===== config.mk =====
export PLATFORM = sky130hd
export DESIGN_NAME = fetch_seq
export DESIGN_NICKNAME = d
export VERILOG_FILES = /design/src/rtl/fetch_pkg.sv /design/src/rtl/cla16.sv /design/src/rtl/fetch_seq.sv
export SDC_FILE = /design/constraint.sdc
export NUM_CORES = 1
export LEC_CHECK = 0
export CORE_ASPECT_RATIO = 0.7
export CORE_MARGIN = 2
export CORE_UTILIZATION = 41
export CTS_CLUSTER_SIZE = 12
export DETAILED_ROUTE_END_ITERATION = 10
export GPL_TIMING_DRIVEN = 0
export HOLD_SLACK_MARGIN = 0.06
export PLACE_DENSITY = 0.77
export SLEW_MARGIN = 5
export SYNTH_ARGS = -nofsm -noshare
export SYNTH_HDL_FRONTEND = slang
export SYNTH_SLANG_ARGS = --single-unit

===== constraint.sdc =====
create_clock -name clk -period 1.7 [get_ports clk]
set_input_delay 0.34 -clock clk [delete_from_list [all_inputs] [get_ports clk]]
set_output_delay 0.34 -clock clk [all_outputs]
set_load 0.02 [all_outputs]

===== src/rtl/fetch_pkg.sv =====
// Shared types and constants for the instruction-fetch sequencer.
// Imported by fetch_seq and its testbench.
package fetch_pkg;

    typedef enum logic [2:0] {
        S_IDLE,
        S_REQ,
        S_WAIT,
        S_DROP,
        S_HALT
    } fetch_state_e;

    localparam logic [4:0]  OPC_HALT     = 5'b00000;
    localparam logic [15:0] DEF_RESET_PC = 16'h0000;

endpackage


===== src/rtl/cla16.sv =====
// 16-bit carry-lookahead adder built from four 4-bit lookahead groups.
// Carry-out is not exported; callers use modular 16-bit sums.
module cla16 (
    input  logic [15:0] a,
    input  logic [15:0] b,
    input  logic        cin,
    output logic [15:0] sum
);

    logic [15:0] g;
    logic [15:0] p;

    assign g = a & b;
    assign p = a ^ b;

    always_comb begin
        logic [15:0] c;
        logic        gc;
        logic        gg;
        logic        gp;
        c  = '0;
        gc = cin;
        for (int k = 0; k < 4; k++) begin
            gg = g[4*k+3]
               | (p[4*k+3] & g[4*k+2])
               | (p[4*k+3] & p[4*k+2] & g[4*k+1])
               | (p[4*k+3] & p[4*k+2] & p[4*k+1] & g[4*k]);
            gp = &p[4*k +: 4];
            c[4*k] = gc;
            for (int j = 0; j < 3; j++) begin
                c[4*k+j+1] = g[4*k+j] | (p[4*k+j] & c[4*k+j]);
            end
            gc = gg | (gp & gc);
        end
        sum = p ^ c;
    end

endmodule


===== src/rtl/fetch_seq.sv =====
// Instruction-fetch sequencer: owns the PC, issues one 16-bit read at
// a time, buffers one instruction for decode and applies redirects.
module fetch_seq
    import fetch_pkg::*;
#(
    parameter logic [15:0] RESET_PC = DEF_RESET_PC
) (
    input  logic        clk,
    input  logic        rst_n,
    output logic        imem_req,
    output logic [15:0] imem_addr,
    input  logic        imem_ready,
    input  logic        imem_valid,
    input  logic [15:0] imem_data,
    input  logic        redirect_valid,
    input  logic [15:0] redirect_pc,
    input  logic        decode_stall,
    output logic [15:0] instr,
    output logic        instr_valid,
    output logic [15:0] instr_pc,
    output logic [15:0] instr_pc_2,
    output logic        halted,
    output logic        align_err
);

    fetch_state_e state_q, state_d;

    logic [15:0] pc_q;
    logic [15:0] pc_plus2;
    logic [15:0] instr_q;
    logic [15:0] instr_pc_q;
    logic [15:0] instr_pc_2_q;
    logic        instr_valid_q;
    logic        halted_q;
    logic        align_err_q;
    logic        out_free;
    logic        is_halt;
    logic        req;
    logic        capture;

    cla16 u_pc_add (
        .a   (pc_q),
        .b   (16'h0002),
        .cin (1'b0),
        .sum (pc_plus2)
    );

    assign out_free = !instr_valid_q || !decode_stall;
    assign is_halt  = (imem_data[15:11] == OPC_HALT);

    always_comb begin
        state_d = state_q;
        req     = 1'b0;
        capture = 1'b0;
        unique case (state_q)
            S_IDLE: begin
                req = out_free;
                if (req) state_d = imem_ready ? S_WAIT : S_REQ;
            end
            S_REQ: begin
                req = 1'b1;
                if (imem_ready) state_d = S_WAIT;
            end
            S_WAIT: begin
                if (imem_valid) begin
                    capture = 1'b1;
                    state_d = is_halt ? S_HALT : S_IDLE;
                end
            end
            S_DROP: begin
                if (imem_valid) state_d = S_IDLE;
            end
            S_HALT: state_d = S_HALT;
            default: state_d = S_IDLE;
        endcase
        // Only wait in DROP while an accepted request is still in flight.
        if (redirect_valid) begin
            capture = 1'b0;
            unique case (state_q)
                S_IDLE:  state_d = (req && imem_ready) ? S_DROP : S_IDLE;
                S_REQ:   state_d = imem_ready ? S_DROP : S_IDLE;
                S_WAIT:  state_d = imem_valid ? S_IDLE : S_DROP;
                S_DROP:  state_d = imem_valid ? S_IDLE : S_DROP;
                default: state_d = S_IDLE;
            endcase
        end
    end

    always_ff @(posedge clk or negedge rst_n) begin
        if (!rst_n) begin
            state_q       <= S_IDLE;
            pc_q          <= RESET_PC;
            instr_q       <= 16'h0000;
            instr_pc_q    <= 16'h0000;
            instr_pc_2_q  <= 16'h0002;
            instr_valid_q <= 1'b0;
            halted_q      <= 1'b0;
            align_err_q   <= 1'b0;
        end else begin
            state_q     <= state_d;
            align_err_q <= redirect_valid & redirect_pc[0];
            if (redirect_valid) begin
                pc_q          <= {redirect_pc[15:1], 1'b0};
                instr_valid_q <= 1'b0;
                halted_q      <= 1'b0;
            end else if (capture) begin
                pc_q          <= pc_plus2;
                instr_q       <= imem_data;
                instr_pc_q    <= pc_q;
                instr_pc_2_q  <= pc_plus2;
                instr_valid_q <= 1'b1;
                halted_q      <= is_halt;
            end else if (instr_valid_q && !decode_stall) begin
                instr_valid_q <= 1'b0;
            end
        end
    end

    assign imem_req    = req & rst_n;
    assign imem_addr   = pc_q;
    assign instr       = instr_q;
    assign instr_valid = instr_valid_q;
    assign instr_pc    = instr_pc_q;
    assign instr_pc_2  = instr_pc_2_q;
    assign halted      = halted_q;
    assign align_err   = align_err_q;

endmodule


==> results.md, run 1 <==
* Outcome: finished, violations left
* Failing checks: negative setup slack
* Pin count of the biggest net entering global routing at 37
* Worst R2R Start: imem_addr[4]$_DFFE_PN0P_
* Layout Nets at 420
* RSZ-0062 raised after global routing: yes
* WHS at 489 ps
* Initial DRC Count at 82
* CTS root buf: clkbuf_8
* Global-route wire length before repair at 12300 um
* Worst Setup End Kind: flip-flop
* Worst Clk Skew at 7.80 ps
* Post-Route WL at 7890 um
* Rows at 26
* Setup_tns at -2.55 ps
* Worst setup SP type: flip-flop
* Synth warn at 0
* Core Area at 7250 um^2
* Crit path max-delay cell type: dfrtp_2
* Achievable clock frequency at 588 MHz
* Die Ht at 76.1 um
* CP most frequent cell: ha_4
* Crit path max-delay family: adder cells
* Drt pass-1 iters at 4
* Clk sinks at 67
* Pwr Density at 1420 nW/um^2
* Worst Hold Depth at 1
* Die width at 107 um
* Number of global-route vias before repair at 2361
* CP Depth at 7
* Max-slew headroom at 61.9%
* Worst setup margin at -1.35 ps
* LEAKAGE at 2.19 nW
* Hold Fails Final Rpt at 0
* Final core utilization at 65.1%
* Num CTS Buffers at 9
* Mean Syn Cell Area at 12.9 um^2
* Netlist cell types at 39
* HP Class: reg -> reg
* Routed Antenna Nets at 0
* Top cells by area, synth: dfrtp_1, mux2_2, mux2_1, mux2i_1, ha_1
* I/O pins at 106
* Setup violators final at 2
* Post-Synthesis Cells at 236
* Vias at 2366
* Largest stage delay, worst path at 440 ps
* Commonest register cell after synthesis: dfrtp_1
* GRT Overall Usage at 20.0%
* Flop2flop setup slack at -1 ps
* Initial Utilization at 41.9%
* # DRC at 0
* Post-layout power at 0.00670 W
* Post-synth top area share at 54.3%
* HPWL after detailed placement at 5340 um
* Synth Cell Area at 3040 um^2
* H-tree levels at 3
* Worst Setup SP: imem_addr[4]$_DFFE_PN0P_
* Cell Chain, Critical Path: nand4_1 > nor3_2 > ha_2 > ha_4 > ha_4 > xor2_1 > mux2_4
* CTS tree: built
* Antenna violations before repair at 0
* Cell Area, Placed at 4220 um^2
* Share of layout cells above drive strength 1 at 26.3%
* Max IR drop VDD at 0.659 mV
* Area Overhead vs Synth at 55.2%
* Buf/Inv on CP at 0
* Setup CP Type: reg -> reg
* FF+latch count, synth at 67
* Maximum clock path buffer count at 2
* Worst Max-Slew Pin Slew at 571 ps
* Final max-slew violation count at 0
* CP Capture Point: instr_pc_2[15]$_DFFE_PN0P_
* Async SR Flop Fraction at 100%
* Vias per cell at 4.98
* Worst-path maximum fanout at 4
* Post-synth EDFFs at 0
* Worst-Skew Late Latency at 340 ps
* Reg2reg end: instr_pc_2[15]$_DFFE_PN0P_
* DIE AREA at 8130 um^2
* CP required at 1930 ps
* Count of buffers from port buffering at 101
* Crit path DAT at 1930 ps
* Max-cap violations at 0
* Gr ovfl total at 0
* DR WL/cell at 16.6 um
* FF-to-FF path depth at 7
* RePlAce Congestion at 0.752
* Reg clk slew, reported paths at 70 ps
* Sequential-to-total area share from yosys stat at 55.2%
* Diodes inserted at 0
* Final critical-path required period at 1700 ps
* Yosys top cell by area: dfrtp_1
* Design area at 4720 um^2
* Tcrit/Tclk final at 100%
-- repair_timing --
action | 4_1_cts | 5_1_grt
gates resized for setup | 34 | 27
hold buffers | 6 | 0
endpoints found under the setup margin | 25 | 28
setup buffers | 9 | 6
gates cloned | 0 | 0
hold endpoints to repair | 30 | 0
pin swaps | 5 | 6
-- registers in the layout, summed over array words and instances (netlist names) --
signal / count
align_err: 1
halted: 1
imem_addr: 15
instr: 16
instr_pc: 15
instr_pc_2: 15
instr_valid: 1
state_q: 3
-- worst min-delay path by stage --
stage                               start                         end  slack, ps
2_1_floorplan                       rst_n         align_err$_DFF_PN0_         40
3_3_place_gp         instr[0]$_DFFE_PN0P_        instr[0]$_DFFE_PN0P_        470
3_5_place_dp                        rst_n        instr[1]$_DFFE_PN0P_        310
4_1_cts        instr_pc_2[12]$_DFFE_PN0P_  instr_pc_2[12]$_DFFE_PN0P_        500
5_1_grt             instr[13]$_DFFE_PN0P_       instr[13]$_DFFE_PN0P_        510
6_report          instr_pc[6]$_DFFE_PN0P_     instr_pc[6]$_DFFE_PN0P_        490
-- metrics by stage --
step / cells / setup slack (ps)
finish: 475 / -1.35
global route: 475 / -53.3
CTS: 469 / 2.18
detailed placement: 438 / -461
global placement: 437 / -2780
floorplan: 238 / 6.36
-- per-layer routing --
layer / up-vias / part of all wire, % / GRT usage [%]
li1: 1101 / - / -
met5: - / 0 / 0
met2: 82 / 46 / 30.4
met4: 0 / 0.53 / 4.42
met1: 1179 / 46 / 26.7
met3: 4 / 7.7 / 8.38
-- placed cells by master (no fill, tap or decap), drive strengths merged --
cell	count
dfrtp	66
clkdlybuf4s50	65
mux2	45
buf	31
dlygate4sd2	17
dlymetal6s2s	17
clkbuf	17
nand2	16
mux2i	13
o21ai	11
ha	10
nor2	8
inv	4
a22oi	4
xor2	4
a21oi	4
nor2b	4
nor3b	4
nand3	4
nand4	3
nand2b	3
conb	3
dlygate4sd3	3
nand3b	2
o32a	2
clkinv	2
clkinvlp	2
nor3	2
and3	1
and2	1
and4bb	1
xnor2	1
a21boi	1
a22o	1
or4	1
and4	1
or3	1
or3b	1
dfstp	1
-- worst reg2reg max path, delay by kind of cell, from the launching register on --
family	cells	cell delay, ps
flip-flops	1	440
multiplexers	1	270
AND/OR/NAND/NOR	2	230
XOR/XNOR	1	150
adder cells (fa/ha/maj)	3	520
-- cell families after synthesis --
group,share of synthesized area (%)
other cells,0.123
xor+xnor,1.44
fa+ha+maj,4.11
flops,55.2
simple gates,10.0
buf+inv,3.54
compound gates,4.65
mux,20.9
-- report_power, final --
group          total (W)  switching (W)  internal, W
clock network    0.00120       0.000597     0.000604
logic            0.00297        0.00141      0.00156
registers        0.00253       0.000336      0.00220
-- cell type report --
| cell class | count | area, um^2 |
|---|---|---|
| fill | 570 | 2530 |
| sequential | 67 | 1690 |
| multi-input combinational | 152 | 1370 |
| timing repair buffer | 123 | 1250 |
| clock buffer | 12 | 155 |
| tap | 98 | 123 |
| buffer | 15 | 95.1 |
| clock inverter | 4 | 25.0 |
| inverter | 4 | 15.0 |
-- synth_stat cells (2+ instances only) --
cell	n
clkbuf_1	4
nand4_1	3
o21ai_0	11
a21oi_1	4
nor2b_1	3
buf_6	2
nor2_1	7
nor3_1	2
inv_1	4
dfrtp_1	66
nand2_1	16
nand3b_1	2
a22oi_1	4
nand2b_1	3
nand3_1	3
xor2_1	4
nor3b_1	4
buf_2	5
o32a_1	2
buf_4	4
mux2_1	22
ha_1	10
mux2i_1	13
mux2_2	23
(Power assumes the default switching activity.)
==> run 2, diff against run 1 <==
Settings changed: MAX_ROUTING_LAYER set to met4.
==> run 2 against run 1 <==
The flow still finishes with violations (negative setup slack). Power grew 0.17%. Sequential share of layout area is essentially flat. Sequential power is essentially flat. Via count grew 0.51%. Non-clock buffer count grew 1. Critical path depth is the same. Die area is the same. Global-route usage grew 0.64 points. Clock-buffer cell count is the same. Largest power group unchanged. Highest routed layer unchanged.
==> results.md, run 2 (synthesis gave the netlist of run 1 again) <==
* Layout Nets at 421 (+0.24%)
* H-tree levels at 3 (unchanged)
* HPWL after detailed placement at 5340 um (unchanged)
* Buf/Inv on CP at 0 (unchanged)
* WHS at 491 ps (+2.18 ps)
* HP Class: reg -> reg
* Worst setup margin at -6.77 ps (-5.42 ps)
* Initial DRC Count at 73 (-11%)
* Setup_tns at -10.8 ps (-8.22 ps)
* CP most frequent cell: ha_4
* Worst setup SP type: flip-flop
* Final critical-path required period at 1710 ps (+5.42 ps)
* Sequential cell area at 1690 um^2 (unchanged)
* DIE AREA at 8130 um^2 (unchanged)
* Vias at 2378 (+0.51%)
* Worst Setup End Kind: flip-flop
* Crit path DAT at 1930 ps (about the same)
* Global-route wire length before repair at 12400 um (+0.22%)
* # DRC at 0 (unchanged)
* Num CTS Buffers at 9 (unchanged)
* Cell Chain, Critical Path: nand4_1 > nor3_2 > ha_2 > ha_4 > ha_4 > xor2_1 > mux2_4
* Diodes inserted at 0 (unchanged)
* Hold Fails Final Rpt at 0 (unchanged)
* Count of buffers from port buffering at 101 (unchanged)
* Worst Clk Skew at 6.43 ps (-1.37 ps)
* Pin count of the biggest net entering global routing at 37 (unchanged)
* Crit path max-delay cell type: dfrtp_2
* Failing checks: negative setup slack
* Commonest non-fill, non-tap cell in the layout: clkdlybuf4s50_1
* CTS root buf: clkbuf_8
* Post-Route WL at 7910 um (+0.18%)
* Share of layout cells above drive strength 1 at 26.5% (+0.20 points)
* LEAKAGE at 2.17 nW (-0.84%)
* Worst-Skew Late Latency at 340 ps (about the same)
* Max-slew headroom at 62.0% (+0.12 points)
* RSZ-0062 raised after global routing: yes
* Reg clk slew, reported paths at 70 ps (about the same)
* Routed Antenna Nets at 0 (unchanged)
* Worst Max-Slew Pin Slew at 570 ps (-1.79 ps)
* Setup violators final at 2 (unchanged)
* Max IR drop VDD at 0.658 mV (-0.10%)
* Maximum clock path buffer count at 2 (unchanged)
* Antenna violations before repair at 0 (unchanged)
* Vias per cell at 5.00 (+0.30%)
* Max FFs per register at 16 (unchanged)
* RePlAce Congestion at 0.761 (+1.3%)
* Gr ovfl total at 0 (unchanged)
* Hold Path Origin: instr[13]$_DFFE_PN0P_
* Worst Setup SP: imem_addr[4]$_DFFE_PN0P_
* CTS tree: built
* Achievable clock frequency at 586 MHz (-0.32%)
* Number of global-route vias before repair at 2355 (-0.25%)
* Layout fillers at 571 (+0.18%)
* Pwr Density at 1420 nW/um^2 (+0.12%)
* DR WL/cell at 16.6 um (about the same)
* Largest stage delay, worst path at 440 ps (about the same)
* Cell Area, Placed at 4220 um^2 (unchanged)
* Footprint of the multi-input gates at 1370 um^2 (unchanged)
* Worst R2R Start: imem_addr[4]$_DFFE_PN0P_
* Rows at 26 (unchanged)
* Die Ht at 76.1 um (unchanged)
* Commonest cells after routing, fill and taps aside: clkdlybuf4s50_1, dfrtp_1, mux2_2
* Design area at 4720 um^2 (about the same)
* Max-cap violations at 0 (unchanged)
* Crit path max-delay family: adder cells
* Outcome: finished, violations left
* Clk sinks at 67 (unchanged)
* CP required at 1930 ps (about the same)
* Initial Utilization at 41.9% (unchanged)
* Worst-path maximum fanout at 4 (unchanged)
* Die width at 107 um (unchanged)
* Drt pass-1 iters at 4 (unchanged)
* I/O pins at 106 (unchanged)
* Area Overhead vs Synth at 55.3% (about the same)
* Tcrit/Tclk final at 100% (+0.32 points)
* Final max-slew violation count at 0 (unchanged)
* GRT Overall Usage at 20.6% (+0.64 points)
* Core Area at 7250 um^2 (unchanged)
* Setup CP Type: reg -> reg
==> run 2: changes by cell type in the layout (fill, tap and decap cells not counted), sizes merged <==
| cell | change |
|---|---|
| buf | +1 |
| clkdlybuf4s50 | +2 |
| dlymetal6s2s | -2 |
==> run 2: stage by stage <==
step,utilization [%],worst slack [ps],power [W],cells
6_report,65.1,-6.77,0.00672,476
5_1_grt,65.1,-53.3,0.00707,476
4_1_cts,63.4,2.18,0.00676,469
2_1_floorplan,-,6.36,0.00396,238
3_3_place_gp,58.0,-2780,0.00540,437
3_5_place_dp,58.2,-461,0.00550,438
==> run 2: cell type report <==
type | instances | area share [%]
buffer | 15 | 2.01
multi-input combinational | 152 | 28.9
timing repair buffer | 124 | 26.6
clock inverter | 4 | 0.530
clock buffer | 12 | 3.28
sequential | 67 | 35.8
inverter | 4 | 0.318
tap | 98 | 2.60
==> run 2: path summary, 6_finish.rpt <==
check,to,slack (ps),cells after the start
setup / recovery,instr_pc_2[15]$_DFFE_PN0P_,-7,7
hold / removal,instr[13]$_DFFE_PN0P_,490,1
setup reg to reg,instr_pc_2[15]$_DFFE_PN0P_,-7,7
hold reg to reg,instr[13]$_DFFE_PN0P_,490,1
max in group asynchronous,imem_addr[6]$_DFFE_PN0P_,820,4
min in group asynchronous,instr_pc_2[1]$_DFFE_PN1P_,570,2
==> run 2: repair_timing <==
action,CTS,global route
pin swaps,5,6
endpoints found under the setup margin,25,26
hold endpoints to repair,30,0
buffers inserted,9,7
cloned,0,0
hold buffers,6,0
gates resized for setup,34,25
==> run 2: report_power, final <==
group | internal (W) | switching, W
sequential | 0.00220 | 0.000338
clock | 0.000604 | 0.000595
combinational | 0.00157 | 0.00141
==> run 2: per-layer routing <==
layer  track usage, %  routed length, um  up-vias
li1                 -                  -     1101
met1             27.4               3690     1196
met2             30.4               3640       79
met3             7.61                540        2
met4             4.42                 29        0
met5                -                  0        -
==> run 3, diff against run 2 <==
Settings changed: SKIP_CTS_REPAIR_TIMING set to 1.
==> run 3 against run 2 <==
The run still ends with negative setup slack left. Clock skew grew 0.50 ps. Die area is the same. Combinational power fell by 1%. First-iteration DRC count shrank 38%. Sequential cell count unchanged. Clock power about the same. Routed wire length is 1.9% lower. Register-to-register slack got worse by 20 ps. Via count shrank 2.8%. Final cell count shrank 1.9%. Critical path type unchanged. Critical endpoint is now instr_pc_2[14]$_DFFE_PN0P_. Largest power group unchanged.
==> results.md, run 3 (synthesis gave the netlist of run 1 again) <==
* Drt pass-1 iters at 4 (unchanged)
* Setup CP Type: reg -> reg
* Setup violators final at 3 (+1)
* Rows at 26 (unchanged)
* Achievable clock frequency at 577 MHz (-1.4%)
* Commonest cells after routing, fill and taps aside: clkdlybuf4s50_1, dfrtp_1, dlymetal6s2s_1
* Die Ht at 76.1 um (unchanged)
* DR WL/cell at 16.6 um (about the same)
* Initial Utilization at 41.9% (unchanged)
* Clock power share at 17.9% (about the same)
* Number of global-route vias before repair at 2238 (-5.0%)
* Pwr Density at 1430 nW/um^2 (+0.36%)
* CP required at 1930 ps (about the same)
* HP Class: reg -> reg
* Final critical-path required period at 1730 ps (+24.9 ps)
* Setup slack after placement at -461 ps (unchanged)
* Seq pwr share at 38.0% (+0.3 points)
* Gr ovfl total at 0 (unchanged)
* Antenna violations before repair at 0 (unchanged)
* Core Area at 7250 um^2 (unchanged)
* Layout fillers at 556 (-2.6%)
* Max-cap violations at 0 (unchanged)
* Setup_tns at -62.1 ps (-51.3 ps)
* FF-to-FF path depth at 6 (-1)
* Clk sinks at 67 (unchanged)
* Final max-slew violation count at 0 (unchanged)
* Global-route wire length before repair at 11700 um (-5.3%)
* CTS tree: built
* Crit path DAT at 1960 ps (+30 ps)
* Die width at 107 um (unchanged)
* Worst Hold Depth at 1 (unchanged)
* Internal at 0.00436 W (-0.28%)
* Worst setup SP type: flip-flop
* Maximum clock path buffer count at 2 (unchanged)
* Pin count of the biggest net entering global routing at 38 (+2.7%)
* Hold Fails Final Rpt at 0 (unchanged)
* Max-slew headroom at 62.3% (+0.22 points)
* Sequential cell area at 1690 um^2 (+0.15%)
* CTS root buf: clkbuf_8
* GRT Overall Usage at 19.4% (-1.2 points)
* Largest stage delay, worst path at 450 ps (about the same)
* HPWL after detailed placement at 5340 um (unchanged)
* Commonest non-fill, non-tap cell in the layout: clkdlybuf4s50_1
* Max FFs per register at 16 (unchanged)
* LEAKAGE at 2.24 nW (+3.0%)
* Buf/Inv on CP at 0 (unchanged)
* RSZ-0062 raised after global routing: yes
* Worst R2R Start: imem_addr[1]$_DFFE_PN0P_
* Worst-path maximum fanout at 6 (+2)
* Sw Share at 34.8% (-0.10 points)
* Crit path max-delay cell type: dfrtp_2
* DIE AREA at 8130 um^2 (unchanged)
* Post-Route WL at 7750 um (-1.9%)
* Area Overhead vs Synth at 54.1%
* Initial DRC Count at 45 (-38%)
* Worst Setup End Kind: flip-flop
* H-tree levels at 3 (unchanged)
* Tcrit/Tclk final at 102% (+1.5 points)
* Combinational Power Share at 44.0% (-0.4 points)
* Diodes inserted at 0 (unchanged)
* Routed Antenna Nets at 0 (unchanged)
* Outcome: finished, violations left
* Max IR drop VDD at 0.663 mV (+0.72%)
* Worst setup margin at -31.7 ps (-24.9 ps)
* Footprint of the multi-input gates at 1340 um^2 (-1.7%)
* Worst Max-Slew Pin Slew at 566 ps (-3.37 ps)
* Worst-Skew Late Latency at 340 ps (about the same)
* Failing checks: negative setup slack
* Reg clk slew, reported paths at 70 ps (about the same)
* Count of buffers from port buffering at 101 (unchanged)
* I/O pins at 106 (unchanged)
* Net Sw Power at 0.00233 W (-0.72%)
* # DRC at 0 (unchanged)
* Num CTS Buffers at 9 (unchanged)
* Vias at 2312 (-2.8%)
* Cell Chain, Critical Path: nand3_4 > nor3_2 > ha_1 > ha_2 > ha_2 > mux2_1
* Worst Clk Skew at 6.93 ps (+0.505 ps)
* Layout Nets at 412 (-2.1%)
* Crit path max-delay family: adder cells
* RePlAce Congestion at 0.761 (unchanged)
* Post-layout power at 0.00669 W (-0.44%)
* Hold EP: instr[13]$_DFFE_PN0P_
* Hold Path Origin: instr[13]$_DFFE_PN0P_
* Share of layout cells above drive strength 1 at 24.7% (-1.8 points)
* Vias per cell at 4.95 (-0.90%)
* Reg2reg end: instr_pc_2[14]$_DFFE_PN0P_
* CP most frequent cell: ha_2
* Flop2flop setup slack at -30 ps (-20 ps)
-- run 3: how the worst max path moves through the flow --
stage	start	to	cells past startpoint
floorplan	imem_addr[7]$_DFFE_PN0P_	instr_pc_2[15]$_DFFE_PN0P_	7
global placement	rst_n	imem_req	3
detailed placement	rst_n	imem_req	4
CTS	rst_n	imem_req	4
global route	imem_addr[1]$_DFFE_PN0P_	instr_pc_2[14]$_DFFE_PN0P_	6
finish	imem_addr[1]$_DFFE_PN0P_	instr_pc_2[14]$_DFFE_PN0P_	6
-- run 3: worst reg2reg max path: stages (launching register included) --
cell	delay [ps]
dfrtp_2	450
nand3_4	100
nor3_2	180
ha_1	170
ha_2	160
ha_2	270
mux2_1	280
-- run 3: cell type report --
class | instances | share of cell area (%)
timing repair buffer | 115 | 26.5
sequential | 67 | 36.1
buffer | 15 | 1.98
inverter | 4 | 0.320
clock buffer | 12 | 3.31
multi-input combinational | 152 | 28.6
tap | 98 | 2.62
clock inverter | 4 | 0.534
-- run 3: stage by stage --
step           utilization [%]  instances  area (um^2)  hold WS (ps)
2_1_floorplan                -        238         3070          44.4
3_3_place_gp              58.0        437         4200           472
3_5_place_dp              58.2        438         4220           308
4_1_cts                   60.7        454         4400         -62.7
5_1_grt                   64.6        467         4690           508
6_report                  64.6        467         4690           491
-- run 3: power by group through the flow --
stage	registers, W	logic (W)	clock network [W]
CTS	0.00255	0.00292	0.00123
finish	0.00254	0.00294	0.00120
global route	0.00262	0.00311	0.00133
global placement	0.00254	0.00286	0
detailed placement	0.00258	0.00291	0
floorplan	0.00327	0.000696	0
-- run 3: layer usage --
layer / vias up / wire length, um / GRT usage [%]
met5: - / 0 / -
li1: 1087 / - / -
met4: 0 / 59 / 3.51
met3: 6 / 567 / 7.78
met1: 1144 / 3560 / 26.1
met2: 75 / 3570 / 28.2
